File: config.mk
export PLATFORM = sky130hd
export DESIGN_NAME = rr_arb_requester
export DESIGN_NICKNAME = d
export VERILOG_FILES = /design/src/rtl/rr_arb_pkg.sv /design/src/rtl/rr_req_slot.sv /design/src/rtl/rr_arb_requester.sv
export SDC_FILE = /design/constraint.sdc
export NUM_CORES = 1
export LEC_CHECK = 0
export CAP_MARGIN = 5
export CORE_MARGIN = 2
export CORE_UTILIZATION = 35
export DETAILED_ROUTE_END_ITERATION = 16
export PLACE_DENSITY = 0.68
export SYNTH_ARGS = -nofsm -noshare
export SYNTH_HDL_FRONTEND = slang
export SYNTH_SLANG_ARGS = --single-unit
File: constraint.sdc
create_clock -name clock -period 3.4 [get_ports clock]
set_input_delay 0.51 -clock clock [delete_from_list [all_inputs] [get_ports clock]]
set_output_delay 0.51 -clock clock [all_outputs]
set_load 0.005 [all_outputs]
File: src/rtl/rr_arb_pkg.sv
// Shared defaults and width helpers for the round robin arbiter and its requester front end.
package rr_arb_pkg;
    localparam int DEF_CLIENTS        = 8;
    localparam int DEF_DEPTH          = 4;
    localparam int DEF_TIMEOUT_CYCLES = 64;

    function automatic int cnt_w(input int depth);
        return $clog2(depth + 1);
    endfunction

    function automatic int wait_w(input int timeout_cycles);
        return $clog2(timeout_cycles + 1);
    endfunction

    // Pending-count type for the default configuration.
    typedef logic [$clog2(DEF_DEPTH + 1)-1:0] cnt_t;
endpackage

File: src/rtl/rr_req_slot.sv
// One client's pending counter, request decode and push_ready; optional starvation
// watchdog built only when RR_REQ_TIMEOUT_EN is defined.
module rr_req_slot
    import rr_arb_pkg::*;
#(
    parameter int DEPTH          = DEF_DEPTH,
    parameter int TIMEOUT_CYCLES = DEF_TIMEOUT_CYCLES,
    localparam int CNT_W         = cnt_w(DEPTH)
) (
    input  logic             clock,
    input  logic             reset,
    input  logic             push,
    input  logic             grant,
    output logic             request,
    output logic             push_ready,
    output logic [CNT_W-1:0] cnt,
    output logic             timeout
);
    localparam logic [CNT_W-1:0] CNT_FULL = CNT_W'(DEPTH);
    localparam logic [CNT_W-1:0] CNT_ONE  = CNT_W'(1);

    logic [CNT_W-1:0] cnt_q;
    logic             acc;
    logic             con;

    // Both outputs decode registers only, so push/grant never reach request combinationally.
    assign request    = (cnt_q != '0);
    assign push_ready = (cnt_q < CNT_FULL);
    assign acc        = push && push_ready;
    assign con        = grant && request;
    assign cnt        = cnt_q;

    always_ff @(posedge clock) begin
        if (reset) begin
            cnt_q <= '0;
        end else if (acc && !con) begin
            cnt_q <= cnt_q + CNT_ONE;
        end else if (!acc && con) begin
            cnt_q <= cnt_q - CNT_ONE;
        end
    end

`ifdef RR_REQ_TIMEOUT_EN
    localparam int               WAIT_W   = wait_w(TIMEOUT_CYCLES);
    localparam logic [WAIT_W-1:0] WAIT_MAX = WAIT_W'(TIMEOUT_CYCLES);
    localparam logic [WAIT_W-1:0] WAIT_ONE = WAIT_W'(1);

    logic [WAIT_W-1:0] wait_q;
    logic              timeout_q;

    // Counts cycles of unserved request; the flag is raised on the step that reaches saturation.
    always_ff @(posedge clock) begin
        if (reset) begin
            wait_q    <= '0;
            timeout_q <= 1'b0;
        end else if (!request || con) begin
            wait_q <= '0;
        end else if (wait_q != WAIT_MAX) begin
            wait_q <= wait_q + WAIT_ONE;
            if (wait_q == WAIT_MAX - WAIT_ONE) begin
                timeout_q <= 1'b1;
            end
        end
    end

    assign timeout = timeout_q;
`else
    assign timeout = 1'b0;
`endif
endmodule

File: src/rtl/rr_arb_requester.sv
// Client-side request queue for the round robin arbiter with sticky protocol-error flags.
// Optional starvation watchdog enabled by defining RR_REQ_TIMEOUT_EN.
module rr_arb_requester
    import rr_arb_pkg::*;
#(
    parameter int CLIENTS        = DEF_CLIENTS,
    parameter int DEPTH          = DEF_DEPTH,
    parameter int TIMEOUT_CYCLES = DEF_TIMEOUT_CYCLES,
    localparam int CNT_W         = cnt_w(DEPTH)
) (
    input  logic                     clock,
    input  logic                     reset,
    input  logic [CLIENTS-1:0]       push,
    output logic [CLIENTS-1:0]       push_ready,
    output logic [CLIENTS-1:0]       request,
    input  logic [CLIENTS-1:0]       grant,
    output logic [CLIENTS*CNT_W-1:0] pending,
    output logic                     overflow_err,
    output logic                     grant_err,
    output logic [CLIENTS-1:0]       timeout
);
    logic overflow_q;
    logic grant_err_q;

    for (genvar i = 0; i < CLIENTS; i++) begin : g_slot
        rr_req_slot #(
            .DEPTH          (DEPTH),
            .TIMEOUT_CYCLES (TIMEOUT_CYCLES)
        ) u_slot (
            .clock      (clock),
            .reset      (reset),
            .push       (push[i]),
            .grant      (grant[i]),
            .request    (request[i]),
            .push_ready (push_ready[i]),
            .cnt        (pending[i*CNT_W +: CNT_W]),
            .timeout    (timeout[i])
        );
    end

    // A grant to an idle client and a multi-hot grant are both arbiter faults.
    always_ff @(posedge clock) begin
        if (reset) begin
            overflow_q  <= 1'b0;
            grant_err_q <= 1'b0;
        end else begin
            if (|(push & ~push_ready)) begin
                overflow_q <= 1'b1;
            end
            if ((|(grant & ~request)) || !$onehot0(grant)) begin
                grant_err_q <= 1'b1;
            end
        end
    end

    assign overflow_err = overflow_q;
    assign grant_err    = grant_err_q;
endmodule

## Word level (Yosys, flattened, before mapping)

Index checks and enable logic that the tools add are counted.

| storage, ports and cells | value |
|---|---|
| word-level logic and storage cells | 130 |
| register bits | 26 |
| input bits | 18 |

| operators by class | value |
|---|---|
| $lt $le $gt $ge | 9 |
| bitwise gates (word level) | 4 |
| muxes and demuxes | 16 |
| reductions and logical operators | 68 |
| add/sub/neg operators | 23 |

Operator list:

| kind | count |
|---|---|
| 3-bit 2-to-1 mux | 16 |
| 1-bit logical AND | 32 |
| 3-bit by 1-bit adder with 3-bit output, second input constant | 8 |
| 3-bit less-than comparator, second input constant | 8 |
| 3-bit nonzero test | 8 |
| 3-bit by 1-bit subtractor with 3-bit output, second input constant | 8 |
| 1-bit logical NOT | 17 |
| 8-bit AND | 2 |
| 8-bit NOT | 2 |
| 2-bit nonzero test | 8 |
| 8-bit OR reduction | 2 |
| 1-bit by 1-bit adder with 2-bit output | 4 |
| 2-bit by 2-bit adder with 3-bit output | 2 |
| 3-bit by 3-bit adder with 4-bit output | 1 |
| 4-bit by 1-bit <= comparator with 1-bit output, second input constant | 1 |
| 1-bit logical OR | 1 |

## Longest topological paths before layout

Gate-level depths: netlist of the first run.

| depth | value |
|---|---|
| word-level depth | 6 |
| gate-level depth with buffers | 11 |

## Hierarchy

Synthesis of the first run repeated with hierarchy kept, for this count alone.

| second synthesis, totals | value |
|---|---|
| cells, all modules | 204 |
| area total of the unflattened synthesis | 1794.2 µm² |

By module, submodules not included:

| module | area an instance (µm²) | cells each | seq. area each (µm²) | instances |
|---|---|---|---|---|
| rr_req_slot | 178.9 | 20 | 60.1 | 8 |
| rr_arb_requester | 362.8 | 44 | 40.0 | 1 |

## Worst setup path after synthesis of the first run

No wires, ideal clock.

| timing path | value |
|---|---|
| path type | in2reg |
| from | in grant[0] |
| to | reg grant_err_q, in the netlist grant_err |
| required time | 3.261 ns |
| stages on the path | 11 |
| setup slack | 0.116 ns |
| path buffers | 0 |
| arrival time | 3.144 ns |
| library setup time | 0.139 ns |
| cells stage by stage | fa_1 inv_1 fa_1 fa_1 inv_1 ha_1 inv_1 fa_1 inv_1 a2111oi_2 a41oi_2 |

| on the way | value |
|---|---|
| word-level cells in the longest chain between the ends | 6 |
| elaborated cells on any way between the ends | 8 |
| those cells by class | add/sub (3); order compare (1); bitwise (1); reduce/logical (3) |

Ends and longest elaborated chain:

| element | RTL line | text |
|---|---|---|
| start: declaration | rr_arb_requester.sv:16 | `input logic [CLIENTS-1:0] grant,` |
| 1-bit by 1-bit adder with 2-bit output (implied by the code) | rr_arb_requester.sv:50 | `if ((\|(grant & ~request)) \|\| !$onehot0(grant)) begin` |
| 2-bit by 2-bit adder with 3-bit output (implied by the code) | rr_arb_requester.sv:50 |  |
| 3-bit by 3-bit adder with 4-bit output (implied by the code) | rr_arb_requester.sv:50 |  |
| 4-bit by 1-bit <= comparator with 1-bit output (implied by the code) | rr_arb_requester.sv:50 |  |
| 1-bit logical NOT | rr_arb_requester.sv:50 |  |
| 1-bit logical OR (*) | rr_arb_requester.sv:50 |  |
| end signal: assignment | rr_arb_requester.sv:45 | `grant_err_q <= 1'b0;` |
| end signal: assignment | rr_arb_requester.sv:51 | `grant_err_q <= 1'b1;` |
| end: declaration | rr_arb_requester.sv:23 | `logic grant_err_q;` |

Every way passes the cells marked *; elsewhere a longest branch is shown, timed or not.
A chain may end at the register's enable or synchronous reset.

## Final worst setup path of the first run

| timing path | value |
|---|---|
| from | in grant[1] |
| to | reg grant_err_q, in the netlist grant_err |

The elaborated chain is that of the path after synthesis.

==> results of run 1 <==
==> how the worst min path moves through the flow <==
stage	from	endpoint	slack, ns	cells after the start
CTS	overflow_err	overflow_err	0.52	2
global route	overflow_err	overflow_err	0.57	2
detailed placement	overflow_err	overflow_err	0.49	2
finish	overflow_err	overflow_err	0.52	2
floorplan	overflow_err	overflow_err	0.50	2
global placement	overflow_err	overflow_err	0.50	2
==> where the power goes <==
group / switching, µW / leakage, µW / internal (µW) / total, µW
logic: 478 / 0.000848 / 694 / 1170
clock network: 98.9 / 0.0000288 / 104 / 203
registers: 151 / 0.000216 / 411 / 561
==> timing repair <==
item,CTS,global route
gates resized for setup,5,6
endpoints found under the setup margin,1,1
hold buffers,0,0
pin swaps,2,0
==> per-layer routing <==
metal | up-vias | wire, µm
li1 | 752 | -
met1 | 709 | 1820
met2 | 48 | 1880
met3 | 2 | 214
met4 | 0 | 17
met5 | - | 0
==> cell type report <==
| cell class | instances | area [µm²] |
|---|---|---|
| Fill cell | 513 | 2660 |
| Multi-Input combinational cell | 135 | 1120 |
| Timing Repair Buffer | 63 | 616 |
| Sequential cell | 26 | 520 |
| Inverter | 28 | 105 |
| Tap cell | 70 | 87.6 |
| Clock buffer | 4 | 55.1 |
==> state kept, by name (all words and copies together) (netlist names) <==
name and flops:
g_slot.u_slot.cnt 24, grant_err 1, overflow_err 1
==> stage by stage <==
stage	setup TNS, ns	hold slack [ns]	power (µW)	setup WS, ns	std cells
floorplan	0	0.501	1330	0.116	216
global placement	-0.491	0.497	1710	-0.491	322
detailed placement	-0.555	0.495	1730	-0.555	322
CTS	0	0.518	1960	0.0220	326
global route	0	0.574	2130	0.0234	326
finish	0	0.516	1940	0.131	326
==> layout by cell type, fill, tap and decap left out, types with 2 or more instances in the layout <==
cell type / instances
clkdlybuf4s15_1: 2
nand2_1: 8
mux2i_1: 8
clkdlybuf4s50_1: 56
xor2_1: 16
clkbuf_8: 4
or3_4: 2
nor4b_1: 4
or3_1: 13
conb_1: 8
fa_1: 11
buf_4: 4
o21ai_0: 8
nor2b_1: 7
inv_1: 28
a21oi_1: 9
dfxtp_1: 26
ha_1: 10
nor2_1: 17
==> logic make-up after synthesis <==
| kind of cell | Yosys count | synth area share, % |
|---|---|---|
| other cells | 1 | 0.198 |
| compound gates | 26 | 9.33 |
| fa+ha+maj | 23 | 20.0 |
| xor+xnor | 16 | 7.41 |
| simple gates | 54 | 15.7 |
| mux | 8 | 4.23 |
| flops | 26 | 27.5 |
| buf+inv | 55 | 15.7 |
==> worst max-delay path: cells and delay by family <==
family	cells	cell delay [ns]
adder cells (fa/ha/maj)	5	2.10
buffers and inverters	5	0.44
AO/OA/AOI/OAI	2	0.35
==> flow_summary.yaml, run 1 <==
setup_path:
  crit_path_end_kind: "flip-flop"
  cpPeakStageDelay_ns: 0.52
  reg2regPathDepth: 9
  r2r_end: "g_slot[3].u_slot.cnt[2]"
  crit_type: "in -> reg"
  cp_common_cell: "inv_1"
  r2r_setup_slack_ns: 1.18
  worstPathCellList: "clkdlybuf4s15_1 -> fa_1 -> inv_1 -> fa_1 -> fa_1 -> inv_1 -> ha_2 -> inv_1 -> fa_2 -> inv_1 -> a2111oi_4 -> a41oi_2"
  crit_start: "grant[1]"
  worstPathArrival_ns: 3.38
  critPathRequiredTime_ns: 3.51
  cp_max_fo: 2
  start_kind: "input port"
  cp_slowest_cell: "fa_1"
  endpoint: "grant_err"
  r2r-start: "g_slot[3].u_slot.cnt[2]"
final_layout:
  diodes: 0
  final_core_util_pct: 48.5
  syn2layout_area_growth_pct: 32.6
  final_nets: 298
  design_area_um2: 2510
  drive_gt1_share_pct: 6.64
sta:
  min_period_over_period_pct: 96.2
  slew_headroom_pct: 30.1
  rsz0062_at_grt: "false"
  tightestPinTransition_ns: 1.05
  worst_clock_skew_ns: 0.00114
  finalHoldViolCount: 0
  layout_min_cycle_time_ns: 3.27
  drv_slew: 0
  fmax_ghz: 0.306
  finalSetupViolCount: 0
clock_tree:
  htree_levels: 1
  path_clk_slew_ns: 0.09
  clock_latency_ns: 0.27
  cts_tree: "yes"
  cts_made_buffers: 3
  cts-root-buf: "clkbuf_8"
  clock_path_buffers: 2
  post_cts_buffers: 0
  numClockSinks: 26
detailed_routing:
  dr.pass1.iters: 4
  ant_nets: 0
  wl_mm: 3.93
  wl_per_cell_um: 12.1
  drcViolationCount: 0
  num_vias: 1511
  via_per_inst: 4.63
  drt_iter0_drc: 37
global_route:
  grt_usage_pct: 13.2
  overflow: 0
  grt_use_met3_pct: 3.60
  global_route.usage.met2_pct: 22.4
  grt_pass1_vias: 1425
  grtUsageMet1_pct: 16.9
  antenna_found_initial: 0
  top_usage_layer: "met2"
  grt_pass1_wl_mm: 6.42
  grt_start_max_net_pins: 27
placement:
  place_area_um2: 2430
  gp_congestion: 0.795
  dp_hpwl_mm: 3.11
  port_buffers: 59
yosys:
  ys_seq_area_share_pct: 27.5
  syn-cell-area_um2: 1890
  synth_cell_types: 29
  syn_avg_cell_area_um2: 9.05
  async_reset_ff_share_pct: 0
  ys_ff_latch: 26
  synth_area_leader_cell: "dfxtp_1"
  synth_area_leaders: "dfxtp_1, fa_1, buf_4"
  yosys_warnings: 0
  synth_ff_type: "dfxtp_1"
  synth_top_cells_by_count: "inv_1, dfxtp_1, buf_4"
  postSynthCellCount: 209
  yosys.area.top_type_share_pct: 27.5
  synth_most_common_cell: "inv_1"
  synth-edff-count: 0
status:
  outcome: "finished clean"
power:
  ir_worst_vdd_mv: 0.316
  power_leakage_uw: 0.00109
  powerDensity_nw_per_um2: 772
floorplanning:
  io_pins: 68
  die_h_um: 77.5
  fp.dieArea_um2: 6010
  rows: 26
  start_util_pct: 36.6
  core_um2: 5170
  die_x_um: 77.5
worst_hold_path:
  worst_hold_path_type: "reg -> reg"
run:
  maxCapViolCount: 0
No activity file was read; power rests on OpenSTA's default activity.
==> run 2, diff against run 1 <==
Settings changed: CORE_ASPECT_RATIO from default to 2, SETUP_SLACK_MARGIN from default to 0.1.
==> run 2 against run 1 <==
- fmax grew 1.6%
- utilization decreased by 0.29 points
- setup slack better by 0.053 ns
- count of clock-buffer cells in the layout is 1 lower
- flip-flop and latch count unchanged
- total power grew 4.8%
- non-clock buffer count did not move
- clock power up 33%
- final cell count fell by 3.7%
- first-iteration DRC count is 62% lower
- worst hold slack better by 0.022 ns
- via count up 1.3%
- largest cell class unchanged
- highest routed layer unchanged
==> flow_summary.yaml, run 2 (synthesized netlist as in run 1, its figures left out) <==
worst_hold_path:
  hold_path_end: "overflow_err"
  min_path_cells: 2
  worst_hold_path_type: "reg -> reg"
  min-delay-start: "overflow_err"
floorplanning:
  io_pins: 68
  fp.dieArea_um2: 6040
  start_util_pct: 36.5
  die_x_um: 56.0
  die_h_um: 108
  rows: 37
  core_um2: 5180
setup_path:
  cpLargestDelayFamily: "adder cells"
  worstPathCellList: "buf_2 -> fa_1 -> inv_1 -> fa_1 -> fa_1 -> inv_1 -> ha_2 -> inv_2 -> fa_2 -> inv_2 -> a2111oi_4 -> a41oi_2"
  reg2regPathDepth: 9
  path_buf_inv: 5
  crit_type: "in -> reg"
  critPathRequiredTime_ns: 3.52
  r2r-start: "g_slot[3].u_slot.cnt[2]"
  cp_common_cell: "fa_1"
  start_kind: "input port"
  cp_max_fo: 2
  r2r_setup_slack_ns: 1.07
  cp_slowest_cell: "fa_2"
  worstPathArrival_ns: 3.34
  r2r_end: "g_slot[3].u_slot.cnt[2]"
  crit_path_end_kind: "flip-flop"
  cpPeakStageDelay_ns: 0.56
detailed_routing:
  wl_mm: 4.33
  num_vias: 1530
  dr.pass1.iters: 4
  via_per_inst: 4.87
  ant_nets: 0
  drcViolationCount: 0
  drt_iter0_drc: 14
  topRoutingLayerUsed: "met4"
  wl_met3_um: 136
  wl_met1_mm: 1.48
  dr_wl_met2_mm: 2.63
  wl_per_cell_um: 13.8
status:
  outcome: "finished clean"
sta:
  min_period_over_period_pct: 94.6
  slew_headroom_pct: 32.9
  rsz0062_at_grt: "true"
  finalSetupViolCount: 0
  worst_clock_skew_ns: 0.00692
  drv_slew: 0
  finalHoldViolCount: 0
  tightestPinTransition_ns: 1.00
  hold_ws_ns: 0.538
  fmax_ghz: 0.311
  layout_min_cycle_time_ns: 3.22
clock_tree:
  numClockSinks: 26
  hold_buffers: 0
  cts_tree: "yes"
  path_clk_slew_ns: 0.10
  clock_path_buffers: 2
  clock_latency_ns: 0.28
  cts_made_buffers: 3
  cts-root-buf: "clkbuf_8"
  htree_levels: 1
placement:
  port_buffers: 59
  dp_hpwl_mm: 3.46
  gp_congestion: 0.794
final_layout:
  syn2layout_area_growth_pct: 32.1
  diodes: 0
  mostFrequentLayoutCells: "clkdlybuf4s50_1, inv_1, dfxtp_1"
  final_nets: 298
  fillCellCount: 527
  multi_input_area_um2: 1120
  largest_register_ffs: 24
  seq_area_um2: 520
  drive_gt1_share_pct: 8.20
  final_common_cell: "clkdlybuf4s50_1"
global_route:
  overflow: 0
  grt_pass1_vias: 1512
  antenna_found_initial: 0
  grt_pass1_wl_mm: 6.92
  grt_start_max_net_pins: 27
  grt_usage_pct: 14.7
power:
  ir_worst_vdd_mv: 0.447
  power_leakage_uw: 0.00110
  powerDensity_nw_per_um2: 811
  p_total_uw: 2030
run:
  maxCapViolCount: 0
## run 2: changes by cell type in the layout (fill, tap and decap cells not counted), sizes merged
cell,change
buf,+3
clkbuf,-2
clkdlybuf4s15,-2
bufinv,+1
## run 2: how the worst max path moves through the flow
stage,startpoint,end,slack [ns],cells past startpoint
finish,grant[1],grant_err,0.18,12
floorplan,grant[0],grant_err,0.12,11
global placement,grant[0],grant_err,-0.51,12
detailed placement,grant[0],grant_err,-0.59,12
global route,grant[1],grant_err,0.09,12
CTS,grant[1],grant_err,0.11,12
## run 2: cell type report
type | count | area share, %
flip-flops and latches | 26 | 20.8
well taps | 58 | 2.90
repair buffers | 63 | 24.2
clock inverters | 1 | 1.20
clock buffers | 3 | 1.65
multi-input cells | 135 | 45.0
inverters | 28 | 4.20
## run 2: tightest hold or removal path: stages, from the launching register on
cell and delay [ns]:
dfxtp_1 0.35, a21oi_1 0.04, a31oi_1 0.11
## run 2: where the power goes
group / switching [µW] / internal [µW]
Clock: 111 / 158
Combinational: 494 / 702
Sequential: 153 / 411
Total: 758 / 1270
## run 2: layer usage
metal / up-vias / track usage [%]
li1: 749 / -
met1: 740 / 13.8
met2: 36 / 30.3
met3: 5 / 1.32
met4: 0 / 7.14
met5: - / 0
## run 2: per-stage QoR
stage          std cells  TNS (ns)  area (µm²)  setup WS [ns]  utilization, %
6_report             314         0        2500          0.184            48.2
3_3_place_gp         309    -0.508        2410         -0.508            46.5
5_1_grt              314         0        2500         0.0874            48.2
2_1_floorplan        216         0        1920          0.116               -
3_5_place_dp         309    -0.587        2410         -0.587            46.5
4_1_cts              314         0        2500          0.106            48.2
## run 2: what timing repair did
action                                  in CTS  in global routing
pin swaps                                    6                  3
resized for setup                           18                  0
endpoints found under the setup margin       1                  1
buffers inserted                             1                  0
==> patch 1 (flow settings as in run 1) <==
Set the package constant `DEF_DEPTH` to 2 (it was 4).
--- a/src/rtl/rr_arb_pkg.sv
+++ b/src/rtl/rr_arb_pkg.sv
@@ -3,3 +3,3 @@
     localparam int DEF_CLIENTS        = 8;
-    localparam int DEF_DEPTH          = 4;
+    localparam int DEF_DEPTH          = 2;
     localparam int DEF_TIMEOUT_CYCLES = 64;
Interface: changed (resized pending); port bits go from 68 to 60. No check against the original RTL was run, so the function may have changed too.
==> patch 1 against run 1 <==
Non-clock buffer count down 12. Cell area down 25%. Sequential cell count down 8. Setup slack worse by 0.0014 ns. Wire length down 29%. Power down 18%. Register-to-register slack better by 0.60 ns. Synthesized area down 26%. Largest power group unchanged.
==> patch 1: results <==
[power]
clkPwrFrac = 0.109
peakVddDrop_mv = 0.331
powerDensity_mw_per_mm2 = 850
leakage_nw = 0.838
switching_share = 0.362
powerSeq_mw = 0.424

[drt]
wl_met1_mm = 1.25
vias = 1142
drt_first_pass_iters = 4
drtIter0Drc = 33
vias_per_cell = 4.46
top_layer = met4
drt-wirelength-per-cell_um = 10.9
wl_met3_um = 181
wl_met2_mm = 1.30

[worst_setup_path]
reg2reg_from = g_slot[0].u_slot.cnt[0]$_SDFFE_PP0P_
cp_data_arrival_time_ns = 3.39
crit_path_top_delay_cell = fa_1
crit_start = grant[0]
path_delay_family = adder cells
max_stage_delay_ns = 0.55

[cts]
clk_path_buf_depth = 2
clock_latency_ns = 0.25
path_clk_slew_ns = 0.07

[synth]
syn_inst = 170
synth_warnings = 0
synth_compound_area_frac = 0.133
synth_xor_area_frac = 0.0996
async_flop_share = 0
synth_common_cells = buf_4 (24), inv_1 (24), dfxtp_1 (18), xor2_1 (16), ha_1 (11)
synthMuxAreaShare = 0
synthDistinctLibCells = 27
yosysSeqAreaShare = 0.256
netlist_top_cells_area = dfxtp_1 (26%), buf_4 (13%), xor2_1 (10%)
synth_ff_type = dfxtp_1
synth_fa_ha_area_frac = 0.155

[global_routing]
grt.total_usage = 0.135
use_met3 = 0.0383
use_met1 = 0.162
grt_max_degree = 19
met2_usage = 0.223
grt_antenna_before_repair = 0
grt_pass1_wl_mm = 4.61

[placement]
hpwl_mm = 2.30
place_area_mm2 = 0.00182
gp_congestion = 0.728
io_buffers = 51
pre_cts_ws_ns = -0.462
dp_cells = 252

[cells_and_area]
largest_reg_flops = 16
drive_gt1_frac = 0.0728
num_antenna_cells = 0
fin_nets = 240

[outcome]
outcome = finished, final reports clean

[sta]
skew_ns = 0.00203
worstMarginPinSlew_ns = 0.708
## patch 1: worst reg2reg max path: stages, from the launching register on
cell and delay [ns]:
dfxtp_1 0.35, or2_2 0.34, nand2_1 0.09, ha_1 0.25
or3_1 0.37, a21oi_1 0.14
## patch 1: path summary, 6_finish.rpt
kind / slack, ns / to / cells past startpoint
hold reg to reg: 0.53 / overflow_err$_SDFFE_PP0P_ / 2
setup reg to reg: 1.78 / g_slot[0].u_slot.cnt[1]$_SDFFE_PP0P_ / 5
setup / recovery: 0.13 / grant_err$_SDFFE_PP0P_ / 12
hold / removal: 0.53 / overflow_err$_SDFFE_PP0P_ / 2
## patch 1: area by class of cell
type	instances	area (um2)
Fill cell	400	2070
Clock buffer	4	55.1
Multi-Input combinational cell	109	800
Timing Repair Buffer	51	509
Sequential cell	18	360
Inverter	24	90.1
Tap cell	50	62.6
## patch 1: repair_timing
action,in CTS,in global routing
endpoints found under the setup margin,1,1
gates resized for setup,7,3
pin swaps,2,4
setup buffers,0,0
==> patch 2 (config.mk and constraints of run 1) <==
Made on the original files. Put a register stage on the output `timeout`, cleared by the reset. The value now appears one clock later. The other outputs are not delayed to match.
--- a/src/rtl/rr_arb_requester.sv
+++ b/src/rtl/rr_arb_requester.sv
@@ -21,2 +21,4 @@
 );
+
+    logic [CLIENTS-1:0] timeout_d;
     logic overflow_q;
@@ -36,3 +38,3 @@
             .cnt        (pending[i*CNT_W +: CNT_W]),
-            .timeout    (timeout[i])
+            .timeout    (timeout_d[i])
         );
@@ -57,2 +59,10 @@
     assign grant_err    = grant_err_q;
+    always_ff @(posedge clock) begin
+        if (reset) begin
+            timeout <= '0;
+        end else begin
+            timeout <= timeout_d;
+        end
+    end
+
 endmodule
Formal check against the unedited RTL: equivalent (Yosys induction, for registers that start in step).
==> patch 2 against run 1 <==
Register-to-register slack lost 0.03 ns. Cell area grew 0.15%. Wire length shrank 2.0%. Synthesized area grew 0.26%. Final cell count shrank 0.31%. Maximum frequency grew 1.3%. Count of clock-buffer cells in the layout shrank 1. Power grew 3.1%. Sequential cell count is the same. Setup slack gained 0.043 ns. Clock skew grew 0.0050 ns. Synthesized cell count is the same. First-iteration DRC count is the same.
==> patch 2: results <==
[cells_and_area]
drive_gt1_frac = 0.0745
seq_cell_count = 26
non_clock_inverter_count = 28
area_share_nonclk_buffers = 0.238
fin_nets = 297
fillers = 500
multi_input_area_share = 0.450
clk_share = 0.0284

[drt]
drtIter0Drc = 37
wl_met2_mm = 1.86
wl_met1_mm = 1.81
wl_met3_um = 156
drt-total-wl_mm = 3.86
vias_per_cell = 4.50

[sta]
min_period_ns = 3.23
maxSlewHeadroom = 0.329

[placement]
pre_cts_ws_ns = -0.551
gp_congestion = 0.737
hpwl_mm = 3.08

[cts]
path_clk_slew_ns = 0.09
cts-buffers-inserted = 3

[synth]
synthDistinctLibCells = 30
yosysSeqAreaShare = 0.274
netlist_top_cells_area = dfxtp_1 (27%), fa_1 (13%), buf_4 (9.5%)

[worst_setup_path]
cp_data_arrival_time_ns = 3.34
reg2reg_from = g_slot[3].u_slot.cnt[0]$_SDFFE_PP0P_
critPathMaxFanout = 2
timing.critical_path.to = grant_err$_SDFFE_PP0P_
rrSetupSlack_ns = 1.15

[global_routing]
grt_pass1_wl_mm = 6.61
use_met1 = 0.164
grt.total_usage = 0.135
grt_overflow = 0
met2_usage = 0.241
grt_pass1_vias = 1471

[power]
switching_share = 0.364
peakVddDrop_mv = 0.405
p_clk_mw = 0.258
leakage_nw = 1.09
intPower_mw = 1.27

[outcome]
outcome = finished, final reports clean
patch 2: changes by cell type in the layout (fill, tap and decap cells not counted), sizes merged:
cell	change
clkbuf	+1
buf	-1
bufinv	+1
clkdlybuf4s15	-2
patch 2: worst min path at each step:
stage                              startpoint                   endpoint  slack, ns  depth (start not counted)
global placement    overflow_err$_SDFFE_PP0P_  overflow_err$_SDFFE_PP0P_       0.52                          2
global route        overflow_err$_SDFFE_PP0P_  overflow_err$_SDFFE_PP0P_       0.58                          2
floorplan           overflow_err$_SDFFE_PP0P_  overflow_err$_SDFFE_PP0P_       0.50                          2
finish              overflow_err$_SDFFE_PP0P_  overflow_err$_SDFFE_PP0P_       0.54                          2
CTS                 overflow_err$_SDFFE_PP0P_  overflow_err$_SDFFE_PP0P_       0.55                          2
detailed placement  overflow_err$_SDFFE_PP0P_  overflow_err$_SDFFE_PP0P_       0.52                          2
patch 2: cells by family after synthesis:
group	count (synthesis)	synth area share
simple gates	54	0.159
mux	8	0.0422
compound gates	26	0.0930
other cells	1	0.00198
xor+xnor	16	0.0739
buf+inv	55	0.156
fa+ha+maj	23	0.199
flops	26	0.274
patch 2: critical path, cell delays in order:
cell and delay, ns:
clkbuf_2 0.11, fa_1 0.53, inv_1 0.05, fa_1 0.48, fa_1 0.48, inv_1 0.07, ha_2 0.17, inv_1 0.05
fa_2 0.51, inv_1 0.06, a2111oi_4 0.20, a41oi_2 0.13
patch 2: metrics by stage:
| stage | util | cell area (um2) | cells | hold WS (ns) |
|---|---|---|---|---|
| floorplan | - | 1920 | 216 | 0.501 |
| global placement | 0.470 | 2430 | 321 | 0.523 |
| detailed placement | 0.470 | 2430 | 321 | 0.524 |
| CTS | 0.487 | 2520 | 325 | 0.546 |
| global route | 0.486 | 2510 | 325 | 0.577 |
| finish | 0.486 | 2510 | 325 | 0.541 |
